**src/rtl/checker_pkg.sv**
```systemverilog
// rtl/checker_pkg.sv - shared board/raster constants, cell type and square divider
package checker_pkg;
    localparam int H_VIS    = 640;
    localparam int H_SYNC_S = 656;
    localparam int H_SYNC_E = 752;
    localparam int H_TOTAL  = 800;
    localparam int V_VIS    = 480;
    localparam int V_SYNC_S = 490;
    localparam int V_SYNC_E = 492;
    localparam int V_TOTAL  = 525;

    localparam int CELL_PRESENT = 2;
    localparam int CELL_RED     = 1;
    localparam int CELL_KING    = 0;
    localparam int LM_W         = 7;

    localparam logic [11:0] RGB_BLACK  = 12'h000;
    localparam logic [11:0] RGB_KING   = 12'hFC0;
    localparam logic [11:0] RGB_RED    = 12'hF00;
    localparam logic [11:0] RGB_WHITE  = 12'hFFF;
    localparam logic [11:0] RGB_CURSOR = 12'hFF0;
    localparam logic [11:0] RGB_LEGAL  = 12'h0A0;
    localparam logic [11:0] RGB_DARK   = 12'h630;
    localparam logic [11:0] RGB_LIGHT  = 12'hDB9;

    typedef logic [2:0] cell_t;

    typedef struct packed {
        logic [2:0] q;
        logic [5:0] r;
    } div_t;

    // Quotient by constant comparator chain; only valid for n < 8*sq.
    function automatic div_t div_sq(input logic [8:0] n, input int sq);
        div_t res;
        res.q = '0;
        for (int k = 1; k < 8; k++)
            if (int'(n) >= k * sq) res.q = 3'(k);
        res.r = 6'(int'(n) - int'(res.q) * sq);
        return res;
    endfunction
endpackage

```
**src/rtl/board_renderer_if.sv**
```systemverilog
// rtl/board_renderer_if.sv - game-state inputs and VGA pin outputs of the renderer
interface board_renderer_if;
    logic         pix_en;
    logic [191:0] serialized_board;
    logic [5:0]   select_loc;
    logic [27:0]  legal_move;
    logic [3:0]   vga_r;
    logic [3:0]   vga_g;
    logic [3:0]   vga_b;
    logic         vga_hs;
    logic         vga_vs;
    logic         vga_de;
    logic         frame_start;

    modport master (
        output pix_en, serialized_board, select_loc, legal_move,
        input  vga_r, vga_g, vga_b, vga_hs, vga_vs, vga_de, frame_start
    );
    modport slave (
        input  pix_en, serialized_board, select_loc, legal_move,
        output vga_r, vga_g, vga_b, vga_hs, vga_vs, vga_de, frame_start
    );
endinterface

```
**src/rtl/vga_timing.sv**
```systemverilog
// rtl/vga_timing.sv - 640x480 raster counters, raw syncs and end-of-frame strobe
module vga_timing
    import checker_pkg::*;
(
    input  logic       clk,
    input  logic       rst,
    input  logic       i_pix_en,
    output logic [9:0] o_hcnt,
    output logic [9:0] o_vcnt,
    output logic       o_hs_raw,
    output logic       o_vs_raw,
    output logic       o_de_raw,
    output logic       o_eof
);
    logic [9:0] r_hcnt;
    logic [9:0] r_vcnt;
    logic       w_h_end;
    logic       w_v_end;

    assign w_h_end = (r_hcnt == 10'(H_TOTAL - 1));
    assign w_v_end = (r_vcnt == 10'(V_TOTAL - 1));

    always_ff @(posedge clk) begin
        if (rst) begin
            r_hcnt <= '0;
            r_vcnt <= '0;
        end else if (i_pix_en) begin
            if (w_h_end) begin
                r_hcnt <= '0;
                r_vcnt <= w_v_end ? 10'd0 : r_vcnt + 10'd1;
            end else begin
                r_hcnt <= r_hcnt + 10'd1;
            end
        end
    end

    assign o_hcnt   = r_hcnt;
    assign o_vcnt   = r_vcnt;
    assign o_hs_raw = !(r_hcnt >= 10'(H_SYNC_S) && r_hcnt < 10'(H_SYNC_E));
    assign o_vs_raw = !(r_vcnt >= 10'(V_SYNC_S) && r_vcnt < 10'(V_SYNC_E));
    assign o_de_raw = (r_hcnt < 10'(H_VIS)) && (r_vcnt < 10'(V_VIS));
    assign o_eof    = i_pix_en && w_h_end && w_v_end && !rst;
endmodule

```
**src/rtl/board_renderer.sv**
```systemverilog
// rtl/board_renderer.sv - frame-snapshotted checkerboard renderer with 2-stage pixel pipeline
module board_renderer
    import checker_pkg::*;
#(
    parameter int SQ_PX    = 48,
    parameter int ORG_X    = 128,
    parameter int ORG_Y    = 48,
    parameter int PIECE_R2 = 324,
    parameter int KING_R2  = 36
) (
    input  logic             clk,
    input  logic             rst,
    board_renderer_if.slave  bus
);
    logic [9:0] w_hcnt, w_vcnt;
    logic       w_hs_raw, w_vs_raw, w_de_raw, w_eof;

    vga_timing u_timing (
        .clk      (clk),
        .rst      (rst),
        .i_pix_en (bus.pix_en),
        .o_hcnt   (w_hcnt),
        .o_vcnt   (w_vcnt),
        .o_hs_raw (w_hs_raw),
        .o_vs_raw (w_vs_raw),
        .o_de_raw (w_de_raw),
        .o_eof    (w_eof)
    );

    cell_t [63:0]           r_board;
    logic [5:0]             r_sel;
    logic [3:0][LM_W-1:0]   r_legal;

    always_ff @(posedge clk) begin
        if (rst) begin
            r_board <= '0;
            r_sel   <= '0;
            r_legal <= '0;
        end else if (w_eof) begin
            r_board <= bus.serialized_board;
            r_sel   <= bus.select_loc;
            r_legal <= bus.legal_move;
        end
    end

    // Offsets are 9-bit: inside the board both h and v are below 512.
    logic [8:0] w_hrel, w_vrel;
    logic       w_inb;
    div_t       w_hdiv, w_vdiv;

    assign w_hrel = w_hcnt[8:0] - 9'(ORG_X);
    assign w_vrel = w_vcnt[8:0] - 9'(ORG_Y);
    assign w_inb  = (w_hcnt >= 10'(ORG_X)) && (w_hcnt < 10'(ORG_X + 8 * SQ_PX)) &&
                    (w_vcnt >= 10'(ORG_Y)) && (w_vcnt < 10'(ORG_Y + 8 * SQ_PX));
    assign w_hdiv = div_sq(w_hrel, SQ_PX);
    assign w_vdiv = div_sq(w_vrel, SQ_PX);

    logic [2:0] r_a_col, r_a_row;
    logic [5:0] r_a_dx, r_a_dy;
    logic       r_a_inb, r_a_hs, r_a_vs, r_a_de;

    always_ff @(posedge clk) begin
        if (rst) begin
            r_a_col <= '0;
            r_a_row <= '0;
            r_a_dx  <= '0;
            r_a_dy  <= '0;
            r_a_inb <= 1'b0;
            r_a_hs  <= 1'b1;
            r_a_vs  <= 1'b1;
            r_a_de  <= 1'b0;
        end else if (bus.pix_en) begin
            r_a_col <= w_hdiv.q;
            r_a_row <= 3'd7 - w_vdiv.q;
            r_a_dx  <= w_hdiv.r;
            r_a_dy  <= w_vdiv.r;
            r_a_inb <= w_inb;
            r_a_hs  <= w_hs_raw;
            r_a_vs  <= w_vs_raw;
            r_a_de  <= w_de_raw;
        end
    end

    logic [5:0]  w_sq;
    cell_t       w_cell;
    logic [11:0] w_ax, w_ay, w_d2;
    logic        w_border, w_legal_hit;
    logic [11:0] w_rgb;

    assign w_sq   = {r_a_col, r_a_row};
    assign w_cell = r_board[w_sq];
    assign w_ax   = (r_a_dx >= 6'(SQ_PX / 2)) ? {6'd0, r_a_dx - 6'(SQ_PX / 2)}
                                              : {6'd0, 6'(SQ_PX / 2) - r_a_dx};
    assign w_ay   = (r_a_dy >= 6'(SQ_PX / 2)) ? {6'd0, r_a_dy - 6'(SQ_PX / 2)}
                                              : {6'd0, 6'(SQ_PX / 2) - r_a_dy};
    assign w_d2   = w_ax * w_ax + w_ay * w_ay;
    assign w_border = (r_a_dx < 6'd2) || (r_a_dx > 6'(SQ_PX - 3)) ||
                      (r_a_dy < 6'd2) || (r_a_dy > 6'(SQ_PX - 3));

    always_comb begin
        w_legal_hit = 1'b0;
        for (int k = 0; k < 4; k++)
            if (r_legal[k][LM_W-1] && (r_legal[k][LM_W-2:0] == w_sq)) w_legal_hit = 1'b1;
    end

    always_comb begin
        w_rgb = RGB_BLACK;
        if (!r_a_de || !r_a_inb)
            w_rgb = RGB_BLACK;
        else if (w_cell[CELL_KING] && w_cell[CELL_PRESENT] && (w_d2 < 12'(KING_R2)))
            w_rgb = RGB_KING;
        else if (w_cell[CELL_PRESENT] && (w_d2 < 12'(PIECE_R2)))
            w_rgb = w_cell[CELL_RED] ? RGB_RED : RGB_WHITE;
        else if ((w_sq == r_sel) && w_border)
            w_rgb = RGB_CURSOR;
        else if (w_legal_hit)
            w_rgb = RGB_LEGAL;
        else
            w_rgb = (r_a_col[0] ^ r_a_row[0]) ? RGB_LIGHT : RGB_DARK;
    end

    logic [11:0] r_rgb;
    logic        r_hs, r_vs, r_de;

    always_ff @(posedge clk) begin
        if (rst) begin
            r_rgb <= '0;
            r_hs  <= 1'b1;
            r_vs  <= 1'b1;
            r_de  <= 1'b0;
        end else if (bus.pix_en) begin
            r_rgb <= w_rgb;
            r_hs  <= r_a_hs;
            r_vs  <= r_a_vs;
            r_de  <= r_a_de;
        end
    end

    assign bus.vga_r       = r_rgb[11:8];
    assign bus.vga_g       = r_rgb[7:4];
    assign bus.vga_b       = r_rgb[3:0];
    assign bus.vga_hs      = r_hs;
    assign bus.vga_vs      = r_vs;
    assign bus.vga_de      = r_de;
    assign bus.frame_start = w_eof;
endmodule

```
**src/flat_wrapper.sv**
```systemverilog
// flat-port wrapper written by rule: the top's interface ports become plain ports
module board_renderer_flat import checker_pkg::*;
#(
    parameter int SQ_PX    = 48,
    parameter int ORG_X    = 128,
    parameter int ORG_Y    = 48,
    parameter int PIECE_R2 = 324,
    parameter int KING_R2  = 36
)
  (clk, rst, bus_pix_en, bus_serialized_board, bus_select_loc, bus_legal_move, bus_vga_r, bus_vga_g, bus_vga_b, bus_vga_hs, bus_vga_vs, bus_vga_de, bus_frame_start);
  board_renderer_if bus_i ();
  input  logic clk;
  input  logic rst;
  input wire logic [$bits(bus_i.pix_en)-1:0] bus_pix_en;
  input wire logic [$bits(bus_i.serialized_board)-1:0] bus_serialized_board;
  input wire logic [$bits(bus_i.select_loc)-1:0] bus_select_loc;
  input wire logic [$bits(bus_i.legal_move)-1:0] bus_legal_move;
  output wire logic [$bits(bus_i.vga_r)-1:0] bus_vga_r;
  output wire logic [$bits(bus_i.vga_g)-1:0] bus_vga_g;
  output wire logic [$bits(bus_i.vga_b)-1:0] bus_vga_b;
  output wire logic [$bits(bus_i.vga_hs)-1:0] bus_vga_hs;
  output wire logic [$bits(bus_i.vga_vs)-1:0] bus_vga_vs;
  output wire logic [$bits(bus_i.vga_de)-1:0] bus_vga_de;
  output wire logic [$bits(bus_i.frame_start)-1:0] bus_frame_start;
  assign bus_i.pix_en = bus_pix_en;
  assign bus_i.serialized_board = bus_serialized_board;
  assign bus_i.select_loc = bus_select_loc;
  assign bus_i.legal_move = bus_legal_move;
  assign bus_vga_r = bus_i.vga_r;
  assign bus_vga_g = bus_i.vga_g;
  assign bus_vga_b = bus_i.vga_b;
  assign bus_vga_hs = bus_i.vga_hs;
  assign bus_vga_vs = bus_i.vga_vs;
  assign bus_vga_de = bus_i.vga_de;
  assign bus_frame_start = bus_i.frame_start;
  board_renderer #(.SQ_PX(SQ_PX), .ORG_X(ORG_X), .ORG_Y(ORG_Y), .PIECE_R2(PIECE_R2), .KING_R2(KING_R2)) u_core (.clk(clk), .rst(rst), .bus(bus_i));
endmodule
```
**config.mk**
```make
export PLATFORM = sky130hd
export DESIGN_NAME = board_renderer_flat
export DESIGN_NICKNAME = d
export VERILOG_FILES = /design/src/rtl/checker_pkg.sv /design/src/rtl/board_renderer_if.sv /design/src/rtl/vga_timing.sv /design/src/rtl/board_renderer.sv /design/src/flat_wrapper.sv
export SDC_FILE = /design/constraint.sdc
export NUM_CORES = 1
export LEC_CHECK = 0
export CAP_MARGIN = 20
export CORE_MARGIN = 3
export CORE_UTILIZATION = 55
export DETAILED_ROUTE_END_ITERATION = 8
export HOLD_SLACK_MARGIN = 0.1
export PLACE_DENSITY = 0.82
export SYNTH_ARGS = -nofsm -noshare
export SYNTH_HDL_FRONTEND = slang
export SYNTH_HIERARCHICAL = 1
export SYNTH_SLANG_ARGS = --single-unit
```
**constraint.sdc**
```tcl
create_clock -name clk -period 13.2 [get_ports clk]
set_clock_uncertainty 0.05 [all_clocks]
set_input_delay 3.3 -clock clk [delete_from_list [all_inputs] [get_ports clk]]
set_output_delay 3.3 -clock clk [all_outputs]
set_load 0.05 [all_outputs]
```
After elaboration in Yosys (flattened, before gate mapping):

Cells that the tools add are included.

* output and inout port bits: 16
* ROM bits: 0
* bits in writable memories: 0
* bits in latches: 0
* register bits after elaboration: 283
* memories kept: 0
* bits of input ports: 229

* order comparisons: 33
* equal/unequal tests: 7
* reductions and logical operators: 27
* div/mod/pow operators: 0
* bitwise logic cells: 1
* add/sub/neg operators: 12
* shift operators: 0
* $mul: 4
* muxes and demuxes: 31

Operators with widths (number)
* $mux W12: 6
* $ge A9 B8 Y1 const B: 6
* $ge A9 B9 Y1 const B: 4
* $eq A6 B6 Y1: 5
* $lt A10 B10 Y1 const B: 3
* $lt A10 B9 Y1 const B: 3
* $mux W3: 9
* $mul A12 B12 Y12: 2
* $add A10 B1 Y10 const B: 2
* $eq A10 B10 Y1 const B: 2
* $mux W10: 2
* $bmux W3 S6: 1
* $ge A9 B6 Y1 const B: 2
* $ge A9 B7 Y1 const B: 2
* $logic_and A1 B1 Y1: 17
* $add A12 B12 Y12: 1
* $ge A6 B5 Y1 const B: 2
* $gt A6 B6 Y1 const B: 2
* $lt A12 B6 Y1 const B: 1
* $lt A12 B9 Y1 const B: 1
* $lt A6 B2 Y1 const B: 2
* $mux W6: 2
* $sub A5 B6 Y6 const A: 2
* $sub A6 B5 Y6 const B: 2
* other kinds (17): 34

Logic depth before layout (Yosys ltp):

* word-level depth: 11
* gate-level depth with buffers: 26

Cells and area by module:

The synthesis kept the hierarchy.

Modules (own cells, without submodules)
* board_renderer: area each 14036.0 sq um, cells an instance 1416, instances 1
* vga_timing: area each 1048.5 sq um, cells an instance 124, instances 1

Worst setup path before layout:

OpenSTA, ideal clock, no wires.

* kind: in2out
* start: in bus_pix_en
* end: out bus_frame_start
* cell stages on the path: 5
* path slack: 4.767 ns
* path buffers: 2
* data arrival time: 5.083 ns
* cell sequence: and3_1 -> nand4_1 -> buf_2 -> clkbuf_1 -> nor3_1

* word-level cells in the longest chain between the ends: 3

RTL lines
* from (decl): line flat_wrapper.sv:14 `input wire logic [$bits(bus_i.pix_en)-1:0] bus_pix_en;`
* $logic_and A1 B1 Y1 (3 in series): line vga_timing.sv:42 `assign o_eof = i_pix_en && w_h_end && w_v_end && !rst;`
* to (decl): line flat_wrapper.sv:24 `output wire logic [$bits(bus_i.frame_start)-1:0] bus_frame_start;`

No other way between the ends.

Final worst setup path:

Ends and elaborated chain as after synthesis.

==> results.json <==
{
  "cts.sinks": 280,
  "cp-end-kind": "output pin",
  "layout.nets": 2045,
  "synth_largest_area_cell": "dfxtp_1",
  "drv_slew": 0,
  "switchingPower_mw": 0.438,
  "ctsHoldBuffers": 0,
  "outcome": "finished, final reports clean",
  "h-tree-depth": 1,
  "synth-async-reset-ratio": 0,
  "fill_cells": 1954,
  "arrival_ps": 6020,
  "synth_area_leaders": "dfxtp_1 (37%), mux2i_1 (17%), nor2_1 (7.7%)",
  "drt_wl_total_um": 39000,
  "clk_latency_ps": 570,
  "multi_input_area_mm2": 0.00869,
  "syn_nets": 1849,
  "crit_chain": "buf_2 -> buf_4 -> and3_1 -> nand4_1 -> nor3_2 -> clkdlybuf4s50_1",
  "die_x_um": 172,
  "final_antenna_net_count": 0,
  "syn_area_per_cell_um2": 9.80,
  "internal-power_mw": 1.47,
  "drtIter0Drc": 794,
  "slowest_stage": "clkdlybuf4s50_1",
  "timing.hold.ws_ps": 390,
  "start_kind": "primary input",
  "coreArea_mm2": 0.0265,
  "clkTransAtPathRegs_ps": 50,
  "cts_tree": "done",
  "max_freq_ghz": 0.107,
  "setup_violations": 0,
  "area_growth_pct": 23.6,
  "drive_gt1_frac": 0.0802,
  "grt_pass1_vias": 12207,
  "grt_max_degree": 113,
  "cts-buffers-inserted": 30,
  "post-route-period-util": 0.710,
  "die_area_mm2": 0.0295,
  "crit_required_ps": 9850,
  "syn_inst": 1540,
  "synth_top_area_share": 0.372,
  "track_usage": 0.262,
  "via_per_inst": 5.61,
  "port_buffers": 244,
  "drt_pre_antenna_iters": 7,
  "cts_resized": 0,
  "synth_edf_count": 0,
  "ios": 245,
  "rsz0062_at_grt": "false",
  "grt-ovfl-total": 0,
  "worst_pin_slew_ps": 1090,
  "crit_buf_inv": 3,
  "initial_utilization": 0.569,
  "cts_max_path_buffers": 3,
  "rows": 59,
  "ys_ff_latch": 280,
  "hp-class": "register to register",
  "powerDensity_mw_per_mm2": 102,
  "slowest_delay_ps": 870,
  "path_max_fanout": 45,
  "setup_tns_ps": 0,
  "cts_setup_buffers": 0,
  "hold_viol_final": 0,
  "p_comb_frac": 0.096,
  "syn-cell-area_mm2": 0.0151,
  "ir_worst_vdd_uv": 96.9,
  "antenna_found_initial": 9,
  "p_leak_nw": 6.88,
  "period_needed_ps": 9370,
  "die_h_um": 172,
  "regArea_mm2": 0.00561,
  "synth-seq-area-share": 0.372,
  "swShare": 0.230,
  "ys_top_cells_by_count": "nor2_1 (309), dfxtp_1 (280), mux2i_1 (255), inv_1 (80), ha_1 (47)",
  "routedWlPerCell_um": 18.6,
  "via_count": 11772,
  "synth_ff_type": "dfxtp_1",
  "remaining_drc_errors": 0,
  "yosysWarningCount": 6,
  "grt_pass1_wl_um": 62000,
  "crit_type": "primary input to output pin",
  "root_buffer": "clkbuf_16",
  "drv_cap": 0,
  "place.gp.congestion": 0.854,
  "p_seq_frac": 0.450,
  "yosysMostFrequentCell": "nor2_1",
  "slew_headroom": 0.272,
  "power.share.clock": 0.454,
  "hpwl_um": 28100,
  "synth_cell_types": 85,
  "critPathTopFamily": "buffers and inverters"
}
-- cell families after synthesis --
| logic type | count (synthesis) | synth area share |
|---|---|---|
| AND/OR/NAND/NOR | 482 | 0.146 |
| multiplexers | 311 | 0.241 |
| flip-flops | 280 | 0.372 |
| buffers and inverters | 176 | 0.0528 |
| AO/OA/AOI/OAI | 149 | 0.0694 |
| adder cells (fa/ha/maj) | 80 | 0.0828 |
| XOR/XNOR | 62 | 0.0365 |
-- power by group through the flow --
stage | registers (mW) | clock network (mW) | logic (mW)
finish | 0.857 | 0.866 | 0.183
global route | 0.857 | 0.912 | 0.200
CTS | 0.857 | 0.878 | 0.183
detailed placement | 0.876 | 0 | 0.182
global placement | 0.875 | 0 | 0.178
floorplan | 0.871 | 0 | 0.0911
-- layout by cell type (no fill, tap or decap), drive strengths merged, types with 5 or more instances in the layout --
master	n
nor2	309
dfxtp	280
mux2i	255
clkdlybuf4s50	242
inv	81
ha	47
nand2	44
clkbuf	41
mux4	40
xnor2	36
a21oi	33
fa	33
xor2	26
o21ai	24
nor2b	19
mux2	16
a211oi	15
buf	15
nor3	15
o31ai	14
nand2b	13
nor4	13
nand4	12
nand3	11
clkinv	10
or4	9
and3	8
or2	7
a2111oi	6
diode	5
a31oi	5
nor3b	5
a21o	5
o22ai	5
a211o	5
o211ai	5
-- flip-flops by register name, indices dropped and copies added (netlist names) --
name,flops
u_core/r_board,192
u_core/r_legal,28
u_core/u_timing/o_hcnt,10
u_core/u_timing/o_vcnt,10
u_core/r_rgb,9
u_core/r_a_dx,6
u_core/r_a_dy,6
u_core/r_sel,6
u_core/r_a_col,3
u_core/r_a_row,3
u_core/bus.vga_de,1
u_core/bus.vga_hs,1
u_core/bus.vga_vs,1
u_core/r_a_de,1
u_core/r_a_hs,1
u_core/r_a_inb,1
u_core/r_a_vs,1
-- cell type report --
class	count	share of cell area
clock inverter	14	0.0110
multi-input combinational	1084	0.466
timing repair buffer	258	0.138
sequential	280	0.301
tap	335	0.0225
antenna	5	0.000671
clock buffer	40	0.0444
inverter	82	0.0165
-- worst min-delay path, delay by kind of cell (launching register included) --
| family | cells | cell delay, ps |
|---|---|---|
| flops | 1 | 300 |
| simple gates | 2 | 90 |
-- per-stage QoR --
step | instance area [um2] | setup slack (ps) | utilization | instances | power, mW
4_1_cts | 18600 | 3870 | 0.702 | 2092 | 1.92
5_1_grt | 18600 | 3630 | 0.703 | 2098 | 1.97
6_report | 18600 | 3830 | 0.703 | 2098 | 1.91
3_5_place_dp | 17600 | 3870 | 0.663 | 2038 | 1.06
3_3_place_gp | 17600 | 3960 | 0.663 | 2038 | 1.05
2_1_floorplan | 15100 | 4770 | - | 1540 | 0.963
-- layer usage --
layer / share of wire / up-vias / wire, um / GRT usage
met5: 0.0013 / - / 49 / 0
met3: 0.069 / 65 / 2700 / 0.0655
met4: 0.025 / 8 / 968 / 0.0728
met2: 0.52 / 332 / 20300 / 0.480
li1: - / 5712 / - / -
met1: 0.38 / 5655 / 15000 / 0.304
-- final timing paths --
path               startpoint               to  slack (ps)  depth (start not counted)
max                bus_pix_en  bus_frame_start        3830                          6
min reg2reg   u_core/r_rgb[9]  u_core/r_rgb[9]         390                          2
max reg2reg  u_core/r_a_dy[0]  u_core/r_rgb[3]        5520                         22
min           u_core/r_rgb[9]  u_core/r_rgb[9]         390                          2
Power figures use the tool's default switching activity.
